==> src/rtl/cpu_program_loader.sv <==
// cpu_program_loader
// Host-side programming sequencer for the 8-bit CPU load-mode handshake.
// A host fills a 16-byte image. On start, the sequencer raises
// cpu_programming and hands the image out one byte at a time on cpu_ui_in.
// The CPU paces the transfer with cpu_ready and ends it with cpu_done_load.
// The CPU is then released to run. Halt, completion and protocol errors
// are reported on the status outputs.
//
// Ports
//   clk, rst_n        : clock (rising edge), async active-low reset
//   img_we/addr/data  : host image write port, ignored while busy
//   start             : load request, honoured in IDLE, HALTED and ERROR
//   cpu_ready         : CPU asks for a byte (high) / has taken it (low)
//   cpu_done_load     : CPU has finished loading
//   cpu_halt          : CPU has halted
//   cpu_programming   : load-mode request to the CPU
//   cpu_ui_in         : program byte presented to the CPU
//   busy/running/halted/error : sequencer status
//   byte_count        : bytes handed over in the current or last load
module cpu_program_loader #(
    parameter int RAM_BYTES = 16,
    parameter int TIMEOUT   = 255
) (
    input  logic       clk,
    input  logic       rst_n,
    input  logic       img_we,
    input  logic [3:0] img_addr,
    input  logic [7:0] img_data,
    input  logic       start,
    input  logic       cpu_ready,
    input  logic       cpu_done_load,
    input  logic       cpu_halt,
    output logic       cpu_programming,
    output logic [7:0] cpu_ui_in,
    output logic       busy,
    output logic       running,
    output logic       halted,
    output logic       error,
    output logic [4:0] byte_count
);

    typedef enum logic [2:0] {
        ST_IDLE       = 3'd0,
        ST_WAIT_READY = 3'd1,
        ST_PRESENT    = 3'd2,
        ST_WAIT_DONE  = 3'd3,
        ST_RUN        = 3'd4,
        ST_HALTED     = 3'd5,
        ST_ERROR      = 3'd6
    } state_t;

    localparam logic [4:0] LAST_COUNT = 5'(RAM_BYTES);
    // Timeout fires on the cycle whose increment would reach TIMEOUT, so the
    // error lands exactly TIMEOUT cycles after entering a wait state.
    localparam logic [7:0] TMO_LAST   = 8'(TIMEOUT - 1);

    state_t     state_r;
    state_t     state_s;
    logic [3:0] ptr_r;
    logic [7:0] tmo_cnt_r;
    logic [7:0] image_r [RAM_BYTES];
    logic       tmo_hit_s;
    logic       ptr_inc_s;
    logic       load_clr_s;
    logic       waiting_s;
    logic       waiting_next_s;

    assign tmo_hit_s      = (tmo_cnt_r == TMO_LAST);
    assign waiting_s      = (state_r == ST_WAIT_READY) || (state_r == ST_PRESENT) ||
                            (state_r == ST_WAIT_DONE);
    assign waiting_next_s = (state_s == ST_WAIT_READY) || (state_s == ST_PRESENT) ||
                            (state_s == ST_WAIT_DONE);

    // Byte mux toward the CPU; the bus idles at zero outside load mode.
    assign cpu_ui_in = cpu_programming ? image_r[ptr_r] : 8'h00;

    // Next-state logic: protocol errors win over timeout, timeout over progress.
    always_comb begin
        state_s    = state_r;
        ptr_inc_s  = 1'b0;
        load_clr_s = 1'b0;
        case (state_r)
            ST_IDLE, ST_HALTED, ST_ERROR: begin
                if (start) begin
                    state_s    = ST_WAIT_READY;
                    load_clr_s = 1'b1;
                end else begin
                    state_s = state_r;
                end
            end
            ST_WAIT_READY: begin
                if (cpu_done_load) begin
                    state_s = ST_ERROR;
                end else if (tmo_hit_s) begin
                    state_s = ST_ERROR;
                end else if (cpu_ready) begin
                    state_s = ST_PRESENT;
                end else begin
                    state_s = state_r;
                end
            end
            ST_PRESENT: begin
                if (tmo_hit_s) begin
                    state_s = ST_ERROR;
                end else if (!cpu_ready) begin
                    ptr_inc_s = 1'b1;
                    if ((byte_count + 5'd1) == LAST_COUNT) begin
                        state_s = ST_WAIT_DONE;
                    end else begin
                        state_s = ST_WAIT_READY;
                    end
                end else begin
                    state_s = state_r;
                end
            end
            ST_WAIT_DONE: begin
                if (cpu_ready) begin
                    state_s = ST_ERROR;
                end else if (tmo_hit_s) begin
                    state_s = ST_ERROR;
                end else if (cpu_done_load) begin
                    state_s = ST_RUN;
                end else begin
                    state_s = state_r;
                end
            end
            ST_RUN: begin
                if (cpu_halt) begin
                    state_s = ST_HALTED;
                end else begin
                    state_s = state_r;
                end
            end
            default: begin
                state_s = ST_IDLE;
            end
        endcase
    end

    // State, pointer, counters and registered status outputs.
    always_ff @(posedge clk or negedge rst_n) begin
        if (!rst_n) begin
            state_r         <= ST_IDLE;
            ptr_r           <= 4'd0;
            byte_count      <= 5'd0;
            tmo_cnt_r       <= 8'd0;
            cpu_programming <= 1'b0;
            busy            <= 1'b0;
            running         <= 1'b0;
            halted          <= 1'b0;
            error           <= 1'b0;
        end else begin
            state_r <= state_s;
            if (load_clr_s) begin
                ptr_r      <= 4'd0;
                byte_count <= 5'd0;
            end else if (ptr_inc_s) begin
                ptr_r      <= ptr_r + 4'd1;
                byte_count <= byte_count + 5'd1;
            end else begin
                ptr_r      <= ptr_r;
                byte_count <= byte_count;
            end
            if ((state_s != state_r) || !waiting_s) begin
                tmo_cnt_r <= 8'd0;
            end else begin
                tmo_cnt_r <= tmo_cnt_r + 8'd1;
            end
            cpu_programming <= waiting_next_s;
            busy            <= waiting_next_s;
            running         <= (state_s == ST_RUN);
            halted          <= (state_s == ST_HALTED);
            error           <= (state_s == ST_ERROR);
        end
    end

    // Host image store; writes are locked out while a transfer is in flight.
    always_ff @(posedge clk or negedge rst_n) begin
        if (!rst_n) begin
            for (int i = 0; i < RAM_BYTES; i++) begin
                image_r[i] <= 8'h00;
            end
        end else if (img_we && !busy) begin
            image_r[img_addr] <= img_data;
        end else begin
            image_r <= image_r;
        end
    end

endmodule

==> config.mk <==
export PLATFORM = sky130hd
export DESIGN_NAME = cpu_program_loader
export DESIGN_NICKNAME = d
export VERILOG_FILES = /design/src/rtl/cpu_program_loader.sv
export SDC_FILE = /design/constraint.sdc
export NUM_CORES = 1
export LEC_CHECK = 0
export CAP_MARGIN = 20
export CELL_PAD_IN_SITES_DETAIL_PLACEMENT = 1
export CELL_PAD_IN_SITES_GLOBAL_PLACEMENT = 1
export CORE_MARGIN = 3
export CORE_UTILIZATION = 50
export CTS_CLUSTER_DIAMETER = 200
export DETAILED_ROUTE_END_ITERATION = 12
export PLACE_DENSITY_LB_ADDON = 0.3
export SLEW_MARGIN = 15
export SYNTH_ARGS = -nofsm -noshare
export SYNTH_HDL_FRONTEND = slang
export SYNTH_SLANG_ARGS = --single-unit
==> constraint.sdc <==
create_clock -name clk -period 2.5 [get_ports clk]
set_clock_uncertainty 0.05 [all_clocks]
set_input_delay 0.5 -clock clk [delete_from_list [all_inputs] [get_ports clk]]
set_output_delay 0.5 -clock clk [all_outputs]
set_load 0.1 [all_outputs]
==> results.sh <==
export IMPL_clk_latency_ns=0.42
export IMPL_synth_edf_count=0
export IMPL_start_util=0.5135
export IMPL_final_util=0.6371
export IMPL_die_x_um=125.6
export IMPL_drt_pass1_iter_count=4
export IMPL_io_buffers=36
export IMPL_hold_viol_final=3
export IMPL_layout_setup_ws_ns=-0.3553
export IMPL_area_growth_pct=24.06
export IMPL_synth_mux_area_frac=0.3245
export IMPL_cts_buffers=17
export IMPL_timing_final_crit_period_ns=2.855
export IMPL_clk_path_buf_depth=2
export IMPL_synthTopCellsByArea="dfrtp_1, mux2_2, mux4_2, mux2i_1, mux2_1"
export IMPL_synth_nets=520
export IMPL_grt_pass1_wl_um=30200
export IMPL_maxCapViolCount=0
export IMPL_worstPathArrival_ns=2.31
export IMPL_wl_per_cell_um=26.09
export IMPL_ys_types=46
export IMPL_cp_required_ns=1.95
export IMPL_io_pins=37
export IMPL_dieHeight_um=125.6
export IMPL_synthAdderAreaFrac=0.008393
export IMPL_synthesis_area_mm2=0.007156
export IMPL_hold_ws_ns=-0.007411
export IMPL_fill_cells=1273
export IMPL_drc=0
export IMPL_yosys_warnings=0
export IMPL_powerDensity_mw_per_mm2=1214
export IMPL_antenna_cells=0
export IMPL_ant_nets=0
export IMPL_hold_class="primary input to asynchronous set/reset pin"
export IMPL_crit_fanout=7
export IMPL_synth_seq_cells=152
export IMPL_antenna_found_initial=0
export IMPL_status="complete, but fails checks"
export IMPL_synth_compound_area_frac=0.02500
export IMPL_clk_pin_slew_ns=0.06
export IMPL_finalSetupViolations=8
export IMPL_synth_top_area_frac=0.5316
export IMPL_rsz0062_at_grt="true"
export IMPL_core_rowCount=43
export IMPL_worstSetupEndpointType="output port"
export IMPL_grt_pass1_vias=5170
export IMPL_cts_sinks=152
export IMPL_core_mm2=0.01393
export IMPL_root_buffer="clkbuf_16"
export IMPL_worstMarginPinSlew_ns=0.7019
export IMPL_synthSimpleGateAreaFrac=0.06819
export IMPL_synth_cells=497
export IMPL_vdd_drop_max_uv=611.1
export IMPL_place_gp_congestion=0.8445
export IMPL_track_usage=0.2519
export IMPL_dr_first_iter_drc_count=329
export IMPL_drv_slew=0
export IMPL_place_hpwl_um=11580
export IMPL_hold_buffers=0
export IMPL_fmax_ghz=0.3502
export IMPL_ys_seq_area_frac=0.5316
export IMPL_ys_flop_type="dfrtp_1"
export IMPL_grt_max_degree=59
export IMPL_vias_per_cell=6.016
export IMPL_num_vias=4548
export IMPL_syn_area_per_cell_um2=14.40
export IMPL_grt_remaining_overflow=0
export IMPL_htree_num_levels=4
export IMPL_synth_top_family_by_area="multiplexers"
export IMPL_cp_start_kind="flop"
export IMPL_tritoncts="built"
export IMPL_worstSetupPathType="flop to output port"
export IMPL_wirelength_um=19730
export IMPL_drive_gt1_frac=0.4653
export IMPL_nNetsFinal=586
export IMPL_synthXorXnorAreaFrac=0.01836
export IMPL_violations="negative hold slack, negative setup slack"
export IMPL_yosysTopAreaCell="dfrtp_1"
export IMPL_slew_limit_headroom=0.5306
export IMPL_async_reset_ff_frac=1.000
export IMPL_p_leak_nw=3.739
export IMPL_fp_dieArea_mm2=0.01578
export IMPL_finalCritPeriodShare=1.142
export IMPL_setup_tns_final_ns=-1.907
-- routing by layer --
| layer | share of wire | wire length (um) | GRT usage | vias up |
|---|---|---|---|---|
| met2 | 0.53 | 10430 | 0.4342 | 97 |
| met4 | 0.024 | 476 | 0.08546 | 0 |
| met1 | 0.42 | 8187 | 0.3257 | 2465 |
| met5 | 0 | 0 | 0 | - |
| li1 | - | - | - | 1952 |
| met3 | 0.032 | 634 | 0.04241 | 34 |
-- flip-flops by register name, summed over array words and instances (netlist names) --
name and flops:
ptr_r 4, halted 1, error 1, running 1, tmo_cnt_r 8, busy 1, state_r 3, image_r 128
byte_count 5
-- path summary, 6_finish.rpt --
check,startpoint,endpoint,slack (ns),cells past startpoint
worst max-delay path,ptr_r[0],cpu_ui_in[0],-0.36,6
max in group asynchronous,rst_n,image_r[27],1.66,2
worst min register to register,image_r[52],image_r[52],0.44,1
worst max register to register,busy,image_r[50],0.48,5
min in group clk,image_r[52],image_r[52],0.44,1
worst min-delay path,rst_n,byte_count[0],-0.007,1
-- placed cells by master, fill, tap and decap left out, types with 3 or more instances in the layout --
cell type        netlist  layout
clkinv_2               0       3
and3_1                 3       3
nand2_1               23      23
nor2_1                24      24
mux2i_4                0       7
xnor2_1                7       7
buf_6                  0       3
nor2b_1                4       4
inv_1                  8       8
clkdlybuf4s50_1        0      17
ha_1                   4       4
o21ai_0                6       6
clkbuf_16              0      19
mux2i_1               16       5
mux2_1                13      13
buf_12                 0      15
mux2_2               115     115
buf_4                  7      38
nand2b_1               4       4
mux2i_2                0       4
mux4_2                32      32
dfrtp_1              152     150
nand3_1                9       9
xor2_1                 8       8
o22ai_4                0       8
clkinvlp_4             0       4
-- cell usage after synthesis, types with 4 or more instances --
cell	count
buf_1	4
buf_2	6
buf_4	7
clkbuf_1	9
dfrtp_1	152
ha_1	4
inv_1	8
mux2_1	13
mux2_2	115
mux2i_1	16
mux4_2	32
nand2_1	23
nand2b_1	4
nand3_1	9
nor2_1	24
nor2b_1	4
o21ai_0	6
o22ai_1	9
xnor2_1	7
xor2_1	8
-- stage by stage --
stage | power [mW] | hold slack (ns) | std cells | area (um2) | worst slack, ns
6_report | 10.78 | -0.007411 | 756 | 8877 | -0.3553
5_1_grt | 11.27 | 0.03218 | 756 | 8877 | -0.4009
4_1_cts | 10.54 | 0.01439 | 751 | 8750 | -0.3007
3_5_place_dp | 7.720 | 0.4254 | 717 | 8084 | 0.002348
3_3_place_gp | 7.461 | 0.4135 | 717 | 8084 | 0.03418
2_1_floorplan | 6.590 | 0.1544 | 497 | 7267 | 0.003573
-- cell type report --
type | count | area [um2] | area share
Clock buffer | 21 | 460.4 | 0.05187
Clock inverter | 11 | 122.6 | 0.01381
Inverter | 8 | 30.03 | 0.003383
Multi-Input combinational cell | 309 | 3393 | 0.3822
Sequential cell | 152 | 3806 | 0.4288
Tap cell | 180 | 225.2 | 0.02537
Timing Repair Buffer | 75 | 839.6 | 0.09457
-- what timing repair did --
| item | 4_1_cts | 5_1_grt |
|---|---|---|
| resized for setup | 9 | 12 |
| gates cloned | 1 | 2 |
| setup endpoints to repair | 8 | 8 |
| buffers inserted | 1 | 4 |
| pin swaps | 2 | 2 |
-- critical path: stages (launching register included) --
cell,delay (ns)
dfrtp_2,0.37
buf_4,0.14
clkbuf_16,0.17
mux4_2,0.50
mux2i_1,0.36
o22ai_4,0.15
buf_12,0.19
-- report_power, final --
group          switching, mW  internal (mW)  total, mW
logic                   2.12           2.11       4.23
clock network           1.01           1.52       2.53
registers              0.635           3.37       4.01
-- logic make-up after synthesis --
group | count (synthesis)
adder cells (fa/ha/maj) | 5
buffers and inverters | 36
XOR/XNOR | 15
multiplexers | 176
flip-flops | 152
AO/OA/AOI/OAI | 27
AND/OR/NAND/NOR | 86
Note: power is estimated with default switching activity, not from simulation.
